<file path="config.mk">
export PLATFORM = sky130hd
export DESIGN_NAME = axi_burst_splitter
export DESIGN_NICKNAME = d
export VERILOG_FILES = /design/src/rtl/axi_burst_splitter.sv
export SDC_FILE = /design/constraint.sdc
export NUM_CORES = 1
export LEC_CHECK = 0
export BUFFER_PORTS_ARGS = -buffer_cell sky130_fd_sc_hd__buf_2
export CORE_AREA = 2 2 112 114
export CTS_BUF_LIST = sky130_fd_sc_hd__clkbuf_8 sky130_fd_sc_hd__clkbuf_16
export DETAILED_ROUTE_END_ITERATION = 12
export DIE_AREA = 0 0 114 116
export HOLD_SLACK_MARGIN = 0.02
export PLACE_DENSITY = 0.86
export SLEW_MARGIN = 5
export SYNTH_ARGS = -nofsm -noshare
export SYNTH_HDL_FRONTEND = slang
export SYNTH_SLANG_ARGS = --single-unit
</file>
<file path="constraint.sdc">
create_clock -name i_axi_clk -period 14.1 [get_ports i_axi_clk]
set_clock_uncertainty 0.2 [all_clocks]
set_input_delay 2.82 -clock i_axi_clk [delete_from_list [all_inputs] [get_ports i_axi_clk]]
set_output_delay 2.82 -clock i_axi_clk [all_outputs]
set_load 0.005 [all_outputs]
</file>
<file path="src/rtl/axi_burst_splitter.sv">
// axi_burst_splitter
// Splits a linear read or write request of arbitrary beat count into AXI
// bursts that never exceed MAX_BURST beats and never cross a 4 KB page.
// Each burst is handed to a downstream master through a one-cycle start
// strobe; the burst descriptor (addr/len/id) is held stable until the
// master reports the burst finished by raising its ready again.

module axi_burst_splitter #(
  parameter int DATA_WIDTH = 32,
  parameter int ADDR_WIDTH = 32,
  parameter int ID_WIDTH   = 4,
  parameter int LEN_WIDTH  = 24,
  parameter int MAX_BURST  = 256
) (
  input  logic                  i_axi_clk,
  input  logic                  i_axi_rst,

  // Request port
  input  logic                  i_cmd_valid,
  output logic                  o_cmd_ready,
  input  logic                  i_cmd_write,
  input  logic [ADDR_WIDTH-1:0] i_cmd_addr,
  input  logic [LEN_WIDTH-1:0]  i_cmd_beats,
  input  logic [ID_WIDTH-1:0]   i_cmd_id,

  // Status
  output logic                  o_busy,
  output logic                  o_done,

  // Downstream burst master
  input  logic                  i_m_ready,
  output logic                  o_m_start_read_stb,
  output logic                  o_m_start_write_stb,
  output logic [ID_WIDTH-1:0]   o_m_id,
  output logic [ADDR_WIDTH-1:0] o_m_addr,
  output logic [7:0]            o_m_data_len
);

  localparam int BPB      = DATA_WIDTH / 8;
  localparam int BPB_LOG2 = $clog2(BPB);
  // Wide enough for both the beat count and a 13-bit page-beat count.
  localparam int CW       = (LEN_WIDTH > 13) ? LEN_WIDTH : 13;

  localparam logic [ADDR_WIDTH-1:0] ADDR_MASK = ~ADDR_WIDTH'(BPB - 1);
  localparam logic [8:0]            MAX_B     = 9'(MAX_BURST);

  typedef enum logic [2:0] {
    IDLE,
    CALC,
    ISSUE,
    WAIT_LOW,
    WAIT_DONE
  } state_t;

  state_t                state_q;
  logic                  write_q;
  logic [ADDR_WIDTH-1:0] addr_q;
  logic [LEN_WIDTH-1:0]  remaining_q;
  logic [ID_WIDTH-1:0]   id_q;
  logic [8:0]            burst_q;
  logic                  done_q;

  logic [12:0]           page_bytes;
  logic [12:0]           page_beats;
  logic [CW-1:0]         remaining_ext;
  logic [8:0]            page_lim;
  logic [8:0]            remaining_lim;
  logic [8:0]            burst_c;
  logic [ADDR_WIDTH-1:0] burst_bytes;
  logic [LEN_WIDTH-1:0]  remaining_next;
  logic                  issue_go;

  // Size of the next burst: the smallest of beats left, MAX_BURST and the
  // beats remaining before the next 4 KB page boundary.
  always_comb begin
    // NOTE: every signal driven here gets a default first so no path can
    // leave it unassigned and infer a latch.
    page_bytes    = 13'd4096 - {1'b0, addr_q[11:0]};
    page_beats    = page_bytes >> BPB_LOG2;
    remaining_ext = CW'(remaining_q);
    page_lim      = (page_beats >= 13'd256) ? 9'd256 : page_beats[8:0];
    remaining_lim = (remaining_ext >= CW'(256)) ? 9'd256 : remaining_ext[8:0];
    burst_c       = remaining_lim;
    if (page_lim < burst_c) begin
      burst_c = page_lim;
    end
    if (MAX_B < burst_c) begin
      burst_c = MAX_B;
    end
  end

  // Pointer and count advance once the master has finished the burst.
  assign burst_bytes    = ADDR_WIDTH'(burst_q) << BPB_LOG2;
  assign remaining_next = remaining_q - LEN_WIDTH'(burst_q);

  // Handshake and strobes are combinational so the master sees the strobe
  // in the same cycle its ready is observed high.
  assign o_cmd_ready         = (state_q == IDLE) & i_axi_rst;
  assign o_busy              = (state_q != IDLE);
  assign o_done              = done_q;
  assign issue_go            = (state_q == ISSUE) & i_m_ready;
  assign o_m_start_write_stb = issue_go & write_q;
  assign o_m_start_read_stb  = issue_go & ~write_q;

  // Request sequencer: accept, size each burst, issue it, wait for the
  // master to drop and re-raise ready, then advance or finish.
  always_ff @(posedge i_axi_clk or negedge i_axi_rst) begin
    // NOTE: all state, including the descriptor outputs, is cleared by
    // reset; there are no memories here that would be left unreset.
    if (!i_axi_rst) begin
      state_q      <= IDLE;
      write_q      <= 1'b0;
      addr_q       <= '0;
      remaining_q  <= '0;
      id_q         <= '0;
      burst_q      <= '0;
      done_q       <= 1'b0;
      o_m_addr     <= '0;
      o_m_data_len <= '0;
      o_m_id       <= '0;
    end else begin
      // NOTE: sequential state uses non-blocking assignments so every
      // register samples the pre-edge values of the others.
      done_q <= 1'b0;
      unique case (state_q)
        IDLE: begin
          if (i_cmd_valid) begin
            write_q     <= i_cmd_write;
            addr_q      <= i_cmd_addr & ADDR_MASK;
            remaining_q <= i_cmd_beats;
            id_q        <= i_cmd_id;
            state_q     <= CALC;
          end
        end

        CALC: begin
          if (remaining_q == '0) begin
            done_q  <= 1'b1;
            state_q <= IDLE;
          end else begin
            burst_q      <= burst_c;
            o_m_addr     <= addr_q;
            o_m_data_len <= 8'(burst_c - 9'd1);
            o_m_id       <= id_q;
            state_q      <= ISSUE;
          end
        end

        ISSUE: begin
          if (i_m_ready) begin
            state_q <= WAIT_LOW;
          end
        end

        // The master still shows ready in the strobe's following cycle.
        WAIT_LOW: begin
          state_q <= WAIT_DONE;
        end

        WAIT_DONE: begin
          if (i_m_ready) begin
            addr_q      <= addr_q + burst_bytes;
            remaining_q <= remaining_next;
            if (remaining_next == '0) begin
              done_q  <= 1'b1;
              state_q <= IDLE;
            end else begin
              state_q <= CALC;
            end
          end
        end

        default: state_q <= IDLE;
      endcase
    end
  end

endmodule

</file>
## Yosys cells after proc, flatten, opt, wreduce, memory -nomap -nowiden

Cells that the tools add are included.
W data, S select, Z words.

| storage, ports and cells | value |
|---|---|
| logic and storage cells | 60 |
| register bits after elaboration | 118 |

| cells by class | value |
|---|---|
| equal/unequal tests | 7 |
| muxes and demuxes | 20 |
| order comparisons | 4 |
| $add $sub $neg | 4 |
| reduce and logical (&&, ||, !) cells | 9 |
| bitwise logic cells | 6 |

Operator list:

| cell | count |
|---|---|
| $mux W32 | 2 |
| $pmux W32 S2 | 1 |
| $logic_not A24 Y1 | 2 |
| $mux W24 | 2 |
| $pmux W24 S2 | 1 |
| $mux W9 | 4 |
| $add A32 B11 Y32 | 1 |
| $ge A24 B9 Y1 const B | 1 |
| $sub A24 B9 Y24 | 1 |
| $pmux W3 S5 | 1 |
| $sub A13 B12 Y13 const A | 1 |
| $ge A11 B9 Y1 const B | 1 |
| $lt A9 B9 Y1 | 1 |
| $lt A9 B9 Y1 const A | 1 |
| $mux W3 | 3 |
| $sub A8 B1 Y8 const B | 1 |
| $eq A3 B2 Y1 const B | 2 |
| $ne A2 B2 Y1 const B | 3 |
| $reduce_and A3 Y1 | 2 |
| $and A1 B1 Y1 | 4 |
| $mux W1 | 4 |
| $reduce_and A2 Y1 | 2 |
| $eq A3 B1 Y1 const B | 1 |
| $eq A3 B3 Y1 const B | 1 |
| 6 further kinds | 7 |

## Logic depth before layout (Yosys ltp)

Gate-level depths: netlist of the first run.

| logic depth | value |
|---|---|
| word-level depth | 8 |
| depth in mapped cells | 24 |
| mapped depth without buffers | 21 |

## Worst setup path before layout of the first run

No wires, ideal clock.

| timing | value |
|---|---|
| kind | input -> output |
| start | input i_m_ready |
| end | output o_m_start_read_stb |
| buffers on the path | 0 |
| arrival | 3.240 ns |
| stages | 3 |
| slack | 7.840 ns |
| required time | 11.080 ns |
| cell sequence | nand2b_1 -> nor3b_1 -> nor2b_1 |

| between the ends | value |
|---|---|
| word-level cells in the longest chain between the ends | 2 |

RTL lines:

| element | RTL line | RTL |
|---|---|---|
| start: declaration | 31 | `input logic i_m_ready,` |
| $and A1 B1 Y1 | 101 | `assign issue_go = (state_q == ISSUE) & i_m_ready;` |
| $and A1 B1 Y1 | 103 | `assign o_m_start_read_stb = issue_go & ~write_q;` |
| end: declaration | 32 | `output logic o_m_start_read_stb,` |

No other way between the ends.

## Worst setup path in the final report of the first run

Ends and elaborated chain as after synthesis.

==> impl_metrics.toml, run 1 <==
[clock_network]
clk_pin_slew_ns = 0.06
clkSinkCount = 114
post_cts.repair.setup_buffers = 0
htree_levels = 4
root_buffer = "clkbuf_16"
post_cts_resize_count = 0
clk_latency_ns = 0.42
cts_tree = "built"
cts-hold-fix-buffers = 0
ctsLongestPathBuffers = 2
cts_buffers = 17

[finish]
final_common_cell = "nand2_1"
final_cell_mix = "nand2_1, dfrtp_1, buf_2, a21oi_1, nor2_1"
antennaDiodeCount = 0
fillCellCount = 952
drive_gt1_frac = 0.176
syn2layout_area_growth_pct = 16.3
nets = 1074

[timing]
setup_viol = 0
setup_tns_ns = 0
tightest_slew_ns = 1.09
layout_setup_ws_ns = 7.47
fin_crit_ns = 6.63
fmax_ghz = 0.151
hold_viol = 0
rsz0062_at_grt = "no"
fin_crit_sh = 0.470
slew_violations = 0
max-slew-margin-rel = 0.276

[setup_path]
slowest_delay_ns = 0.32
cp.arrival_ns = 3.61
critPathMaxFanout = 4
crit_path_top_delay_cell = "nor3b_1"
cp-start-kind = "input port"
path_cells = "buf_2 -> nand2b_1 -> nor3b_1 -> nor2b_1 -> buf_2"
required_ns = 11.08
critPathCaptureType = "output port"
worstSetupPathType = "in -> out"
crit_top_cell = "buf_2"

[grt]
grt.total_usage = 0.296
grt_pass1_vias = 6365
grt_pass1_wl_mm = 30.8
overflow = 0
grt_max_degree = 86
grt_antenna_before_repair = 0

[floorplan]
die_area_um2 = 13200
initial_core_util = 0.609
fp.coreArea_um2 = 11900
rows = 40
ios = 114
fp.dieH_um = 116
die_w_um = 114

[power_and_ir_drop]
clkPwrFrac = 0.197
cellLeakagePower_nw = 3.84
p_int_w = 0.00129
p_sw_frac = 0.456
p_per_area_nw_per_um2 = 281
fin_total_pwr_w = 0.00237
power_frac_seq = 0.283
ir_drop_v = 0.000122
power.switching_w = 0.00108
combPwrFrac = 0.520

[run]
drv_cap = 0

[logic_synthesis]
yosysTopAreaCellShare = 0.393
postSynthAreaPerCell_um2 = 8.06
ys_types = 73
yosys_register_bits = 114
synth-edff-count = 0
yosysTopAreaCell = "dfrtp_1"
yosys_warnings = 0
synthFlopType = "dfrtp_1"
ys_seq_area_frac = 0.393
synth.area.top_cells = "dfrtp_1, nand2_1, a21oi_1, ha_1, o21ai_0"
synth_cells = 900
async_flop_share = 1.00
syn-cell-area_um2 = 7250

[routing]
wl_per_cell_um = 16.5
drt_iter0_drc = 692
vias = 6970
drc = 0
firstDrtPassIters = 6
vias_per_cell = 6.12
routed_wl_mm = 18.8
final_antenna_net_count = 0

[place]
place_congestion = 0.891
portBuffers = 109
place_ws_ns = 7.47
dpl.hpwl_mm = 12.8

[run_status]
outcome = "complete, no violations"

[hold_path]
hp-class = "reg -> reg"
logic make-up after synthesis:
group	Yosys count	share of synthesized area
adders and majority gates	31	0.0556
AOI/OAI and AO/OA	263	0.224
DFF	114	0.393
buffers and inverters	85	0.0514
and+or+nand+nor	378	0.240
other	1	0.000517
xor gates and xnor gates	24	0.0290
muxes	4	0.00552
cells in the mapped netlist, drive strengths merged, types with 3 or more instances:
library cell and n:
inv 27, a21o 7, a31oi 6, nor2 73, nand4b 3, or4 6, o21ai 70, a211oi 5
or3 11, buf 22, o22ai 18, nor4 8, nand4 10, and2 6, nand3b 3, mux2i 4
xnor2 13, nand2 186, nand2b 8, nor2b 9, or2 7, a211o 4, o32ai 7, clkbuf 36
nor3b 4, nor3 18, o21a 7, a311oi 6, nand3 21, dfrtp 114, ha 29, a2bb2oi 7
a21oi 95, o311ai 5, o211ai 5, xor2 11
flip-flops by register name, summed over array words and instances, names as in the netlist:
| register | cells |
|---|---|
| addr_q | 30 |
| o_done | 1 |
| o_m_data_len | 8 |
| o_m_id | 4 |
| state_q | 3 |
| remaining_ext | 24 |
| id_q | 4 |
| o_m_addr | 30 |
| write_q | 1 |
| burst_q | 9 |
routing by layer:
| layer | wire length (um) | track usage | part of all wire |
|---|---|---|---|
| met1 | 8320 | 0.403 | 0.44 |
| met3 | 1390 | 0.0601 | 0.074 |
| met4 | 434 | 0.130 | 0.023 |
| met2 | 8660 | 0.462 | 0.46 |
| met5 | 0 | 0 | 0 |
final cells by class:
type,count,area [um2],area share
flip-flops and latches,114,2850,0.338
multi-input cells,702,4040,0.480
clock inverters,12,180,0.0214
clock buffers,20,467,0.0554
repair buffers,116,601,0.0712
inverters,27,101,0.0120
well taps,147,184,0.0218
power by group through the flow:
stage / clock network, W / logic (W) / registers (W)
floorplan: 0 / 0.000965 / 0.000607
global placement: 0 / 0.00117 / 0.000662
detailed placement: 0 / 0.00120 / 0.000668
CTS: 0.000469 / 0.00122 / 0.000665
global route: 0.000484 / 0.00138 / 0.000692
finish: 0.000467 / 0.00123 / 0.000669
through the flow:
stage	hold WS [ns]	utilization	cells	area (um2)
6_report	0.266	0.708	1138	8430
5_1_grt	0.283	0.708	1138	8430
4_1_cts	0.273	0.708	1138	8430
3_5_place_dp	0.259	0.653	1106	7780
3_3_place_gp	0.254	0.653	1106	7780
2_1_floorplan	0.239	-	901	7250
worst paths after layout:
kind	startpoint	to	slack [ns]	depth (start not counted)
worst max-delay path	i_m_ready	o_m_start_read_stb	7.47	5
worst min-delay path	o_m_id[2]	o_m_id[2]	0.27	2
worst max register to register	addr_q[2]	o_m_data_len[6]	7.97	19
worst min register to register	o_m_id[2]	o_m_id[2]	0.27	2
max in group asynchronous	i_axi_rst	remaining_ext[3]	10.16	2
min in group asynchronous	i_axi_rst	remaining_ext[17]	2.12	1
critical path: cells and delay by family:
family        cells  cell delay (ns)
buf+inv           2             0.23
simple gates      3             0.56
(Power assumes the default switching activity.)
==> run 2, diff against run 1 <==
- ABC_AREA: unset -> 1
- CORE_AREA: 2 2 112 114 -> 2 2 119 121
- DIE_AREA: 0 0 114 116 -> 0 0 121 123
- PLACE_DENSITY: 0.86 -> 0.81
- clock period: 14.1 -> 6.6 ns (I/O delays scaled with it)
==> run 2 against run 1 <==
Net effect: final cell count rose by 20%; die area rose by 13%; sequential share of layout area fell by 2.1 points; combinational power rose to 2.6 times the previous value; largest cell class unchanged; largest power group unchanged; highest routed layer unchanged.
==> impl_metrics.toml, run 2 <==
[hold_path]
hp-class = "reg -> reg"
min_to = "o_m_id[1]"
hold_start = "id_q[1]"
holdPathStages = 2

[clock_network]
ctsLongestPathBuffers = 2
cts-hold-fix-buffers = 0
clkSinkCount = 114
root_buffer = "clkbuf_16"
htree_levels = 4
clk_pin_slew_ns = 0.05
post_cts_resize_count = 0
clk_latency_ns = 0.43
cts_buffers = 17
post_cts.repair.setup_buffers = 0
cts_tree = "built"

[routing]
vias = 7570
top_layer = "met4"
dr_wl_met2_mm = 8.99
final_antenna_net_count = 0
routed-wl-met3_mm = 1.33
drt_iter0_drc = 674
routed_wl_mm = 20.3
drc = 0
wl_per_cell_um = 14.9
vias_per_cell = 5.54
wl_met1_mm = 9.34
firstDrtPassIters = 6

[setup_path]
worstSetupPathType = "reg -> reg"
critPathMaxFanout = 16
rr_endpoint = "o_m_data_len[2]"
cp.arrival_ns = 4.08
required_ns = 6.74
critPathCaptureType = "flip-flop"
reg2reg_depth = 18
r2r_slack_ns = 2.66
cp-start-kind = "flip-flop"
r2r_start = "remaining_ext[14]"

[logic_synthesis]
yosys_register_bits = 114
synth_cells = 1074
synth-simple-area-share = 0.305
yosys-top-cells-count = "nand2_1, inv_1, dfrtp_1"
synth-compound-area-share = 0.157
postSynthAreaPerCell_um2 = 7.17
synth_fa_ha_area_frac = 0.0523
yosysTopAreaCell = "dfrtp_1"
yosysTopAreaCellShare = 0.370
ys_seq_area_frac = 0.370
synthMuxAreaShare = 0.00731
synth.area.top_cells = "dfrtp_1, nand2_1, o21ai_0, inv_1, nor2_1"
async_flop_share = 1.00
synth_most_common_cell = "nand2_1"
synthFlopType = "dfrtp_1"
yosys_warnings = 0
syn-cell-area_um2 = 7700
synth-edff-count = 0
ys_types = 43
synthXorXnorAreaFrac = 0.0216
synth_top_family_by_area = "simple AND/OR/NAND/NOR gates"

[floorplan]
die_w_um = 121
die_area_um2 = 14900
rows = 43
initial_core_util = 0.566
fp.coreArea_um2 = 13600
fp.dieH_um = 123
ios = 114

[run_status]
outcome = "complete, no violations"

[finish]
multi_input_area_um2 = 4200
final_cell_mix = "nand2_1, inv_1, dfrtp_1, o21ai_0, buf_2"
final_util = 0.659
final_common_cell = "nand2_1"
regArea_um2 = 2850
fillCellCount = 1213
syn2layout_area_growth_pct = 16.6
drive_gt1_frac = 0.169
nets = 1269

[grt]
grt_max_degree = 90
grt.total_usage = 0.285
grt_pass1_vias = 6881
grt_antenna_before_repair = 0
overflow = 0
grt_pass1_wl_mm = 33.4

[power_and_ir_drop]
cellLeakagePower_nw = 4.46
p_per_area_nw_per_um2 = 607
ir_drop_v = 0.000253

[place]
place_congestion = 0.923
portBuffers = 109
dpl.hpwl_mm = 14.7

[timing]
max-slew-margin-rel = 0.461
slew_violations = 0
hold_viol = 0
fmax_ghz = 0.254
rsz0062_at_grt = "no"
tightest_slew_ns = 0.809
setup_tns_ns = 0
fin_crit_ns = 3.94
setup_viol = 0
fin_crit_sh = 0.597

[run]
drv_cap = 0
[run 2: changes by cell type after synthesis, moves of 11 or more]
cell      before  now
inv_1         26  122
nand2_1      185  265
a21oi_1       94   33
nand3_1       21   72
o21ai_0       67  113
nor2_1        73  105
clkbuf_1      36   20
o211ai_1       4   20
nand2_2        1   13
nand4_1       10   21
or3_1         11    0
[run 2: how the worst max path moves through the flow]
stage | from | endpoint | slack, ns
6_report | remaining_ext[14] | o_m_data_len[2] | 2.66
5_1_grt | remaining_ext[14] | o_m_data_len[6] | 2.32
4_1_cts | remaining_ext[14] | o_m_data_len[2] | 2.68
3_5_place_dp | addr_q[2] | o_m_data_len[2] | 2.71
3_3_place_gp | addr_q[3] | o_m_data_len[2] | 2.78
2_1_floorplan | addr_q[3] | o_m_data_len[2] | 3.26
[run 2: worst max-delay path, cell delays in order (launching register included)]
cell and delay (ns):
dfrtp_1 0.43, nor2_4 0.18, nand2_1 0.09, nor2_1 0.10, nand2_1 0.16, inv_1 0.34
nand2_1 0.21, ha_1 0.33, nand2_1 0.07, inv_1 0.05, nand3_1 0.06, a31oi_1 0.07
nor2_1 0.48, nand2_8 0.20, nand2_1 0.12, nand2_2 0.08, ha_1 0.22, or2_2 0.29
a31oi_1 0.13
[run 2: area by class of cell]
| type | instances | share of cell area |
|---|---|---|
| Sequential cell | 114 | 0.318 |
| Clock buffer | 22 | 0.0551 |
| Antenna cell | 1 | 0.000279 |
| Clock inverter | 10 | 0.0146 |
| Timing Repair Buffer | 115 | 0.0661 |
| Tap cell | 180 | 0.0251 |
| Inverter | 127 | 0.0531 |
| Multi-Input combinational cell | 798 | 0.468 |
[run 2: logic make-up after synthesis]
logic type	after synthesis
XOR/XNOR	19
adder cells (fa/ha/maj)	31
buffers and inverters	163
other	1
AND/OR/NAND/NOR	528
AO/OA/AOI/OAI	213
multiplexers	5
flip-flops	114
[run 2: power breakdown]
part | internal [W] | switching, W
combinational | 0.00108 | 0.00207
clock | 0.000639 | 0.000332
sequential | 0.00104 | 0.000286
total | 0.00276 | 0.00269
[run 2: metrics by stage]
stage | total power (W) | hold slack, ns | worst slack, ns | area [um2] | cells
6_report | 0.00545 | 0.269 | 2.66 | 8980 | 1367
5_1_grt | 0.00594 | 0.297 | 2.32 | 8970 | 1366
4_1_cts | 0.00543 | 0.267 | 2.68 | 8970 | 1366
3_5_place_dp | 0.00443 | 0.252 | 2.71 | 8350 | 1334
3_3_place_gp | 0.00434 | 0.247 | 2.78 | 8350 | 1334
2_1_floorplan | 0.00373 | 0.236 | 3.26 | 7700 | 1075
[run 2: per-layer routing]
metal  up-vias  global-route usage
met3        48              0.0558
met5         -                   0
li1       3758                   -
met1      3507               0.400
met4         0               0.121
met2       257               0.431
==> run 3, diff against run 2 <==
- clock period: 6.6 -> 4.12 ns (I/O delays scaled with it)
==> run 3 against run 2 <==
Net effect: sequential share of layout area is essentially flat; first-iteration DRC count shrank 3.3%; critical path depth grew 4; largest power group unchanged; hold slack lost 0.16 ns; total power grew 60%; final area is essentially flat; global-route usage grew 0.40 points; combinational power grew 64%; non-clock buffer count grew 4; sequential power grew 61%.
==> impl_metrics.toml, run 3 (same netlist as run 2, synthesis figures left out) <==
[setup_path]
reg2reg_depth = 22
r2r_start = "remaining_ext[10]"
startpoint = "remaining_ext[10]"
required_ns = 4.21
cp-endpoint = "o_m_data_len[6]"
critPathMaxFanout = 16
r2r_slack_ns = 0.44
rr_endpoint = "o_m_data_len[6]"
cp.arrival_ns = 3.78
critPathCaptureType = "flip-flop"
cp-start-kind = "flip-flop"
worstSetupPathType = "reg -> reg"

[clock_network]
clk_latency_ns = 0.42
root_buffer = "clkbuf_16"
ctsLongestPathBuffers = 2
clkSinkCount = 114
cts-hold-fix-buffers = 0
post_cts_resize_count = 0
cts_buffers = 17
htree_levels = 4
cts_tree = "built"
clk_pin_slew_ns = 0.06
post_cts.repair.setup_buffers = 0

[routing]
drt_iter0_drc = 652
drc = 0
routed_wl_mm = 20.5
wl_per_cell_um = 15.0
vias = 7569
firstDrtPassIters = 8
final_antenna_net_count = 0
vias_per_cell = 5.52

[place]
portBuffers = 109
place_congestion = 0.938
dpl_cell_area_um2 = 8400
dpl.hpwl_mm = 15.3

[timing]
tightest_slew_ns = 0.844
max-slew-margin-rel = 0.435
rsz0062_at_grt = "no"
setup_viol = 0
fin_crit_sh = 0.894
fin_crit_ns = 3.68
fmax_ghz = 0.271
setup_tns_ns = 0
slew_violations = 0
hold_viol = 0

[power_and_ir_drop]
p_int_w = 0.00438
ir_drop_v = 0.000508
power.switching_w = 0.00434
clkPwrFrac = 0.165
fin_total_pwr_w = 0.00872
p_per_area_nw_per_um2 = 970
p_sw_frac = 0.497
combPwrFrac = 0.592
power_frac_seq = 0.243
cellLeakagePower_nw = 4.48

[floorplan]
ios = 114
rows = 43
initial_core_util = 0.566
fp.coreArea_um2 = 13600
fp.dieH_um = 123
die_area_um2 = 14900
die_w_um = 121

[finish]
regArea_um2 = 2850
design_area_um2 = 8980
drive_gt1_frac = 0.171
antennaDiodeCount = 0
fillCellCount = 1224
syn2layout_area_growth_pct = 16.7
nets = 1273
final_common_cell = "nand2_1"
final_cell_mix = "nand2_1, inv_1, dfrtp_1, o21ai_0, buf_2"
multi_input_area_um2 = 4200

[run_status]
outcome = "complete, no violations"

[grt]
grt_antenna_before_repair = 1
grt_pass1_wl_mm = 33.8
grt_pass1_vias = 7099
grt_max_degree = 81
grt.total_usage = 0.289
overflow = 0

[run]
drv_cap = 0

[hold_path]
hp-class = "in -> async"
run 3: cell types whose count changed in the layout (fill, tap and decap cells not counted), sizes merged:
| cell | before | now |
|---|---|---|
| bufinv | 3 | 2 |
| diode | 1 | 0 |
| clkbuf | 22 | 20 |
| inv | 128 | 130 |
| buf | 115 | 119 |
| clkinv | 4 | 5 |
run 3: worst min path at each step:
stage / cells after the start / endpoint / startpoint
5_1_grt: 1 / o_m_addr[16] / i_axi_rst
3_3_place_gp: 2 / o_m_id[0] / id_q[0]
4_1_cts: 1 / o_m_addr[16] / i_axi_rst
3_5_place_dp: 2 / o_m_id[3] / o_m_id[3]
2_1_floorplan: 2 / o_m_id[0] / id_q[0]
6_report: 1 / o_m_addr[16] / i_axi_rst
run 3: worst max-delay path: stages, from the launching register on:
cell     delay, ns
dfrtp_1       0.43
nor2_1        0.22
nand2_1       0.09
nor2_1        0.09
nand2_1       0.15
inv_1         0.29
nand2_1       0.19
ha_1          0.33
nand2_1       0.05
inv_1         0.08
nand2_1       0.05
a31oi_1       0.16
nor2_1        0.05
buf_4         0.16
nand2_8       0.15
nand2_1       0.08
nand2_2       0.09
ha_1          0.19
nand2_1       0.12
nor2_4        0.14
nand2_1       0.05
nand3_1       0.07
nand3_1       0.09
run 3: per-stage QoR:
stage	std cells	setup slack (ns)	util	hold slack, ns
2_1_floorplan	1075	0.776	-	0.236
3_3_place_gp	1338	0.588	0.617	0.246
3_5_place_dp	1338	0.489	0.617	0.260
4_1_cts	1370	0.429	0.660	0.121
5_1_grt	1370	0.118	0.660	0.130
6_report	1370	0.435	0.660	0.112
run 3: final cells by class:
class,instances,share of cell area
Inverter,127,0.0531
Clock buffer,20,0.0519
Tap cell,180,0.0251
Clock inverter,12,0.0128
Timing Repair Buffer,119,0.0721
Sequential cell,114,0.318
Multi-Input combinational cell,798,0.467
run 3: metal layers:
| layer | share of wire | track usage | vias up |
|---|---|---|---|
| met2 | 0.46 | 0.459 | 247 |
| met4 | 0.022 | 0.104 | 2 |
| li1 | - | - | 3756 |
| met1 | 0.45 | 0.391 | 3524 |
| met3 | 0.068 | 0.0618 | 40 |
| met5 | 0.00063 | 0 | - |
run 3: power groups by stage:
stage | combinational, W | clock, W | sequential (W)
floorplan | 0.00395 | 0 | 0.00202
global placement | 0.00494 | 0 | 0.00210
detailed placement | 0.00507 | 0 | 0.00212
CTS | 0.00514 | 0.00145 | 0.00211
global route | 0.00586 | 0.00151 | 0.00219
finish | 0.00516 | 0.00144 | 0.00212
